### config.mk
export PLATFORM = sky130hd
export DESIGN_NAME = edge_event_arbiter
export DESIGN_NICKNAME = d
export VERILOG_FILES = /design/src/rtl/edge_event_arbiter_pkg.sv /design/src/rtl/edge_fall_det.sv /design/src/rtl/edge_event_arbiter.sv
export SDC_FILE = /design/constraint.sdc
export NUM_CORES = 1
export LEC_CHECK = 0
export CAP_MARGIN = 20
export CELL_PAD_IN_SITES_DETAIL_PLACEMENT = 0
export CELL_PAD_IN_SITES_GLOBAL_PLACEMENT = 2
export CORE_MARGIN = 4
export CORE_UTILIZATION = 29
export DETAILED_ROUTE_END_ITERATION = 8
export PLACE_DENSITY = 0.79
export SLEW_MARGIN = 15
export SYNTH_ARGS = -nofsm -noshare
export SYNTH_HDL_FRONTEND = slang
export SYNTH_SLANG_ARGS = --single-unit
### constraint.sdc
create_clock -name clk -period 4.5 [get_ports clk]
set_input_delay 0.9 -clock clk [delete_from_list [all_inputs] [get_ports clk]]
set_output_delay 0.9 -clock clk [all_outputs]
set_load 0.05 [all_outputs]
### src/rtl/edge_event_arbiter_pkg.sv
// Shared types and helpers for the edge event arbiter: FSM state encoding
// and the channel-index width helper.
package edge_event_arbiter_pkg;

  typedef enum logic {
    ST_IDLE  = 1'b0,
    ST_OFFER = 1'b1
  } state_e;

  function automatic int idx_w(input int n);
    return (n <= 2) ? 1 : $clog2(n);
  endfunction

endpackage

### src/rtl/edge_fall_det.sv
// One channel's falling-edge detector: previous-level register plus the
// enable-gated fall pulse. prev resets low so a line low at reset is quiet.
module edge_fall_det (
  input  logic clk,
  input  logic rst,
  input  logic sig,
  input  logic en,
  output logic fall
);

  logic prev;

  always_ff @(posedge clk or posedge rst) begin
    if (rst) prev <= 1'b0;
    else     prev <= sig;
  end

  assign fall = prev & ~sig & en;

endmodule

### src/rtl/edge_event_arbiter.sv
// Collects falling edges from N_CH synchronised lines into pending flags and
// hands them one at a time, round-robin, to a single valid/ready consumer.
module edge_event_arbiter
  import edge_event_arbiter_pkg::*;
#(
  parameter  int N_CH  = 4,
  parameter  int CNT_W = 8,
  localparam int IDX_W = idx_w(N_CH)
) (
  input  logic             clk,
  input  logic             rst,
  input  logic [N_CH-1:0]  sig_in,
  input  logic [N_CH-1:0]  ch_enable,
  output logic             evt_valid,
  output logic [IDX_W-1:0] evt_ch,
  input  logic             evt_ready,
  output logic [N_CH-1:0]  pending,
  output logic [CNT_W-1:0] drop_cnt,
  output logic             busy,
  output logic             fsm_state
);

  // Handshake: evt_valid/evt_ch are held stable from offer until the cycle
  // in which evt_valid && evt_ready; that edge completes the transfer.

  state_e           state, state_next;
  logic [N_CH-1:0]  fall;
  logic [N_CH-1:0]  clr;
  logic [IDX_W-1:0] rr_last;
  logic [IDX_W-1:0] pick;
  logic             load;
  logic             done;
  logic             any_drop;

  for (genvar i = 0; i < N_CH; i++) begin : g_det
    edge_fall_det u_det (
      .clk  (clk),
      .rst  (rst),
      .sig  (sig_in[i]),
      .en   (ch_enable[i]),
      .fall (fall[i])
    );
  end

  // Rotate so rr_last+1 sits at bit 0, take the lowest set bit, rotate back.
  function automatic logic [IDX_W-1:0] rr_pick(input logic [N_CH-1:0]  req,
                                               input logic [IDX_W-1:0] last);
    logic [2*N_CH-1:0] dbl;
    logic [2*N_CH-1:0] shifted;
    logic [N_CH-1:0]   rot;
    int unsigned       sh;
    int unsigned       off;
    dbl     = {req, req};
    sh      = (32'(last) + 32'd1) % 32'(N_CH);
    shifted = dbl >> sh;
    rot     = shifted[N_CH-1:0];
    off     = 0;
    for (int j = N_CH - 1; j >= 0; j--) begin
      if (rot[j]) off = 32'(j);
    end
    return IDX_W'((sh + off) % 32'(N_CH));
  endfunction

  assign pick = rr_pick(pending, rr_last);

  always_comb begin
    state_next = state;
    clr        = '0;
    load       = 1'b0;
    done       = 1'b0;
    case (state)
      ST_IDLE: begin
        if (|pending) begin
          load       = 1'b1;
          clr[pick]  = 1'b1;
          state_next = ST_OFFER;
        end
      end
      ST_OFFER: begin
        if (evt_ready) begin
          done       = 1'b1;
          state_next = ST_IDLE;
        end
      end
      default: state_next = ST_IDLE;
    endcase
  end

  // A set on a bit being cleared this cycle wins and is not a loss.
  assign any_drop = |(fall & pending & ~clr);

  always_ff @(posedge clk or posedge rst) begin
    if (rst) begin
      state    <= ST_IDLE;
      pending  <= '0;
      evt_ch   <= '0;
      rr_last  <= IDX_W'(N_CH - 1);
      drop_cnt <= '0;
    end else begin
      state   <= state_next;
      pending <= fall | (pending & ~clr);
      if (load) evt_ch <= pick;
      if (done) rr_last <= evt_ch;
      if (any_drop && (drop_cnt != {CNT_W{1'b1}})) drop_cnt <= drop_cnt + 1'b1;
    end
  end

  assign evt_valid = (state == ST_OFFER);
  assign fsm_state = (state == ST_OFFER);
  assign busy      = evt_valid | (|pending);

endmodule

==> results of run 1 <==
area by class of cell:
type | instances | area [um2]
Clock buffer | 4 | 45.04
Fill cell | 390 | 2227
Inverter | 7 | 26.28
Multi-Input combinational cell | 81 | 559.3
Sequential cell | 21 | 528.0
Tap cell | 48 | 60.06
Timing Repair Buffer | 27 | 270.3
synth_stat cells (all sizes together) (3+ instances only):
master / number / share of area, %
nand2b: 4 / 2.9
xor2: 5 / 4.6
a2111oi: 5 / 4.7
nor2: 6 / 2.0
nand4: 4 / 2.2
nor3: 4 / 1.8
mux2: 4 / 4.3
xnor2: 4 / 3.1
nand2: 11 / 3.7
a211oi: 3 / 2.0
inv: 7 / 2.3
o21ai: 12 / 5.7
and2: 3 / 1.7
dfrtp: 19 / 42
worst max-delay path, delay by kind of cell (launching register included):
kind	cells	cell delay, ns
compound gates	2	0.26
mux	1	0.29
xor+xnor	3	0.66
flops	1	0.47
fa+ha+maj	1	0.19
simple gates	3	1.55
path summary, 6_finish.rpt:
kind,to,slack (ns),depth (start not counted)
setup / recovery,drop_cnt[1],0.98,10
hold reg to reg,drop_cnt[4],0.49,1
setup reg to reg,drop_cnt[1],0.98,10
max in group asynchronous,g_det[1].u_det.prev,2.91,2
hold / removal,drop_cnt[4],0.49,1
min in group asynchronous,drop_cnt[1],1.09,2
per-layer routing:
layer  global-route usage, %  part of all wire [%]  vias up
li1                        -                     -      460
met1                   14.43                    47      440
met2                   17.88                    47       20
met3                   1.871                   3.6        5
met4                   5.106                   1.7        0
met5                       0                     0        -
registers in the layout, summed over array words and instances (netlist names):
register          count
g_det.u_det.prev      4
pending               4
evt_ch                2
rr_last               2
drop_cnt              8
evt_valid             1
stage by stage:
step           instance area (um2)  worst slack [ns]
4_1_cts                       1489            0.9675
5_1_grt                       1489            0.6389
2_1_floorplan                 1126             1.002
3_3_place_gp                  1444             1.028
6_report                      1489            0.9808
3_5_place_dp                  1444            0.9655
cell families after synthesis:
group	share of synthesized area, %
and+or+nand+nor	18.67
AOI/OAI and AO/OA	16.78
DFF	46.89
xor gates and xnor gates	7.666
buffers and inverters	3.444
muxes	4.333
adders and majority gates	2.222
where the power goes:
part,switching [uW],internal [uW]
combinational,427,254
sequential,99.2,261
clock,57.6,63.0
total,584,579
==> results.cfg, run 1 <==
[routing]
wl_per_cell_um = 13.78
dr.pass1.iters = 6
drc_errors = 0
drt_iter0_markers = 37
vias = 925
routed_wl_mm = 2.591
antenna_left = 0
via_per_inst = 4.920

[floorplan]
rows = 22
dieArea_um2 = 4944
initial_utilization_pct = 30.30
core_area_um2 = 3716
die_x_um = 70.32
ios = 28
die_h_um = 70.32

[yosys]
ys_types = 39
ys_seq_area_share_pct = 46.89
synthesis.area_um2 = 1126
syn_inst = 111
ys_ff_latch = 21
synth-edff-count = 0
synthArstFlopShare_pct = 100.0
syn_nets = 124
yosysWarningCount = 0
syn_area_per_cell_um2 = 10.14
synth-main-ff-cell = dfrtp_1

[clocking]
post-cts-setup-buffers = 0
cts_tree = built
clock_latency_ns = 0.26
clock_path_buffers = 2
cts_root_buf = clkbuf_8
cts_sinks = 21
ctsResizeCount = 0
htree_num_levels = 1
numCtsBuffers = 3
ctsHoldBuffers = 0
clkTransAtPathRegs_ns = 0.07

[global_route]
grtUsageTotal_pct = 11.11
grt_overflow_total = 0
grt_first_pass_wirelength_mm = 4.436
antenna_found_initial = 0
grt_max_degree = 22
grt_pass1_vias = 979

[critical_path]
crit_chain = or4_2 -> o2111ai_1 -> ha_1 -> xnor2_1 -> xnor2_1 -> xnor2_1 -> a2111oi_1 -> nor4_2 -> nand2b_4 -> mux2_4
cpPeakStageDelay_ns = 0.66
r2r_start = pending[3]
critPathLaunchType = flop
arrival_ns = 3.67
path_class = flop to flop
path_common_cell = xnor2_1
end_kind = flop
worstPathRequired_ns = 4.65
cp_slowest_cell = or4_2
critPathLaunch = pending[3]
worst-path-max-fanout = 8

[layout]
final_common_cell = clkdlybuf4s50_1
area_growth_pct = 32.22
nets = 154
final_cell_mix = clkdlybuf4s50_1, dfrtp_1, nand2_1
diodes = 0
layoutNonFillerInstCount = 188
drive_gt1_share_pct = 11.43
fin_util_pct = 40.07

[timing]
skew_ns = 0.006465
max_freq_ghz = 0.2842
slew_headroom_pct = 46.92
finalCritPeriodShare_pct = 78.20
holdWs_ns = 0.4880
tns_ns = 0
hold_viol_final = 0
slew_violations = 0
fin_crit_ns = 3.519
rsz0062_at_grt = no
tightest_slew_ns = 0.7954
setup_violations = 0

[place]
dp_hpwl_mm = 2.018
placed_cells = 184
place_congestion = 0.7772
port_buffers = 27

[job]
maxCapViolCount = 0

[pwr]
power_leakage_uw = 0.0005983
total_power_uw = 1163
power_density_nw_per_um2 = 781.0
peakVddDrop_v = 0.0002978

[min_path]
hold_start = drop_cnt[4]
hold_path_class = flop to flop

[outcome]
status = finished clean
No activity file was read; power rests on OpenSTA's default activity.
==> run 2, diff against run 1 <==
- clock period: 4.5 -> 3.7 ns (I/O delays scaled with it)
==> run 2 against run 1 <==
Against the previous run: critical path depth increased by 1; non-clock buffer count increased by 1; setup slack got worse by 0.63 ns; combinational power increased by 26%; core utilization increased by 0.44 points; clock power increased by 21%; die area unchanged; global-route usage decreased by 0.21 points; sequential power increased by 21%; largest cell class unchanged; highest routed layer unchanged.
==> results.cfg, run 2 (synthesis gave the netlist of run 1 again) <==
[floorplan]
ios = 28
core_area_um2 = 3716
initial_utilization_pct = 30.30
dieArea_um2 = 4944
rows = 22
die_x_um = 70.32
die_h_um = 70.32

[timing]
finalCritPeriodShare_pct = 90.58
tns_ns = 0
holdWs_ns = 0.4877
skew_ns = 0.007159
rsz0062_at_grt = no
fin_crit_ns = 3.352
postLayoutSetupSlackWorst_ns = 0.3484
slew_headroom_pct = 46.73
slew_violations = 0
hold_viol_final = 0
tightest_slew_ns = 0.7982
setup_violations = 0
max_freq_ghz = 0.2984

[pwr]
power_density_nw_per_um2 = 956.2
power_leakage_uw = 0.0006114
total_power_uw = 1439
peakVddDrop_v = 0.0003606

[critical_path]
critPathLaunchType = flop
r2r_start = pending[3]
end_kind = flop
path_buf_inv = 1
r2r_slack_ns = 0.35
cp_slowest_cell = or4_2
crit_chain = or4_2 -> o2111ai_1 -> ha_1 -> xnor2_1 -> xnor2_2 -> xor2_2 -> a2111oi_0 -> nor4_2 -> buf_4 -> nand2b_4 -> mux2_4
path_class = flop to flop
crit_cells = 11
r2r_end = drop_cnt[1]
worst-path-max-fanout = 8
cpPeakStageDelay_ns = 0.66
arrival_ns = 3.50
worstPathRequired_ns = 3.85
path_delay_family = simple AND/OR/NAND/NOR gates
rr_worst_depth = 11

[global_route]
antenna_found_initial = 0
grtUsageTotal_pct = 10.89
grt_pass1_vias = 969
grt_first_pass_wirelength_mm = 4.395
grt_overflow_total = 0
grt_max_degree = 22

[clocking]
cts_root_buf = clkbuf_8
clock_path_buffers = 2
cts_sinks = 21
numCtsBuffers = 3
cts_tree = built
clock_latency_ns = 0.26
htree_num_levels = 1
clkTransAtPathRegs_ns = 0.08

[routing]
dr.pass1.iters = 3
drt_iter0_markers = 30
via_per_inst = 4.931
antenna_left = 0
routed_wl_mm = 2.580
drc_errors = 0
wl_per_cell_um = 13.65
vias = 932

[job]
maxCapViolCount = 0

[layout]
nets = 155
area_growth_pct = 33.67
final_cell_mix = clkdlybuf4s50_1, dfrtp_1, nand2_1
regMostFlops = drop_cnt
largest_reg_flops = 8
final_common_cell = clkdlybuf4s50_1
layoutNonFillerInstCount = 189
diodes = 0
biggestRegsByFlops = drop_cnt: 8 flops, g_det.u_det.prev: 4 flops, pending: 4 flops
drive_gt1_share_pct = 13.48

[place]
dp_hpwl_mm = 1.979
placed_cells = 184
post-place-ws_ns = 0.1484
place_congestion = 0.7967
port_buffers = 27

[min_path]
holdPathStages = 1
min_to = drop_cnt[4]
hold_start = drop_cnt[4]
hold_path_class = flop to flop

[outcome]
status = finished clean
[run 2: cell types whose count changed in the layout (fill, tap and decap cells not counted), sizes merged]
cell / before / now
buf: 0 / 1
clkinv: 0 / 1
clkbuf: 4 / 3
[run 2: worst max path at each step]
stage / startpoint / to
floorplan: pending[2] / drop_cnt[1]
global placement: rr_last[0] / drop_cnt[1]
detailed placement: pending[3] / drop_cnt[1]
CTS: rr_last[0] / drop_cnt[1]
global route: rr_last[0] / drop_cnt[7]
finish: pending[3] / drop_cnt[1]
[run 2: metal layers]
layer | GRT usage [%] | share of wire, %
met1 | 13.97 | 48
met2 | 17.88 | 49
met3 | 1.871 | 3.3
met4 | 4.681 | 0.35
met5 | 0 | 0
[run 2: layout make-up]
cell class,instances,area (um2)
fill,383,2211
multi-input combinational,81,566.8
sequential,21,528.0
timing repair buffer,28,277.8
tap,48,60.06
clock buffer,3,41.29
inverter,7,26.28
clock inverter,1,5.005
[run 2: per-stage QoR]
stage	area [um2]	util (%)
after floorplan	1126	-
after global placement	1444	38.86
after detailed placement	1444	38.86
after CTS	1490	40.10
after global routing	1505	40.51
final	1505	40.51
[run 2: timing repair]
item | CTS | global route
resized for setup | 0 | 1
hold buffers | 0 | 0
endpoints found under the hold margin | 0 | 0
setup buffers | 0 | 1
endpoints found under the setup margin | 0 | 2
[run 2: worst reg2reg max path, delay by kind of cell (launching register included)]
family	cells	cell delay, ns
flip-flops	1	0.47
multiplexers	1	0.29
AND/OR/NAND/NOR	3	0.91
AO/OA/AOI/OAI	2	0.70
XOR/XNOR	3	0.51
buffers and inverters	1	0.18
adder cells (fa/ha/maj)	1	0.19
[run 2: report_power, final]
group	leakage, uW	internal, uW	switching, uW
clock network	0.0000255	74.9	71.2
registers	0.000248	318	119
logic	0.000338	325	531
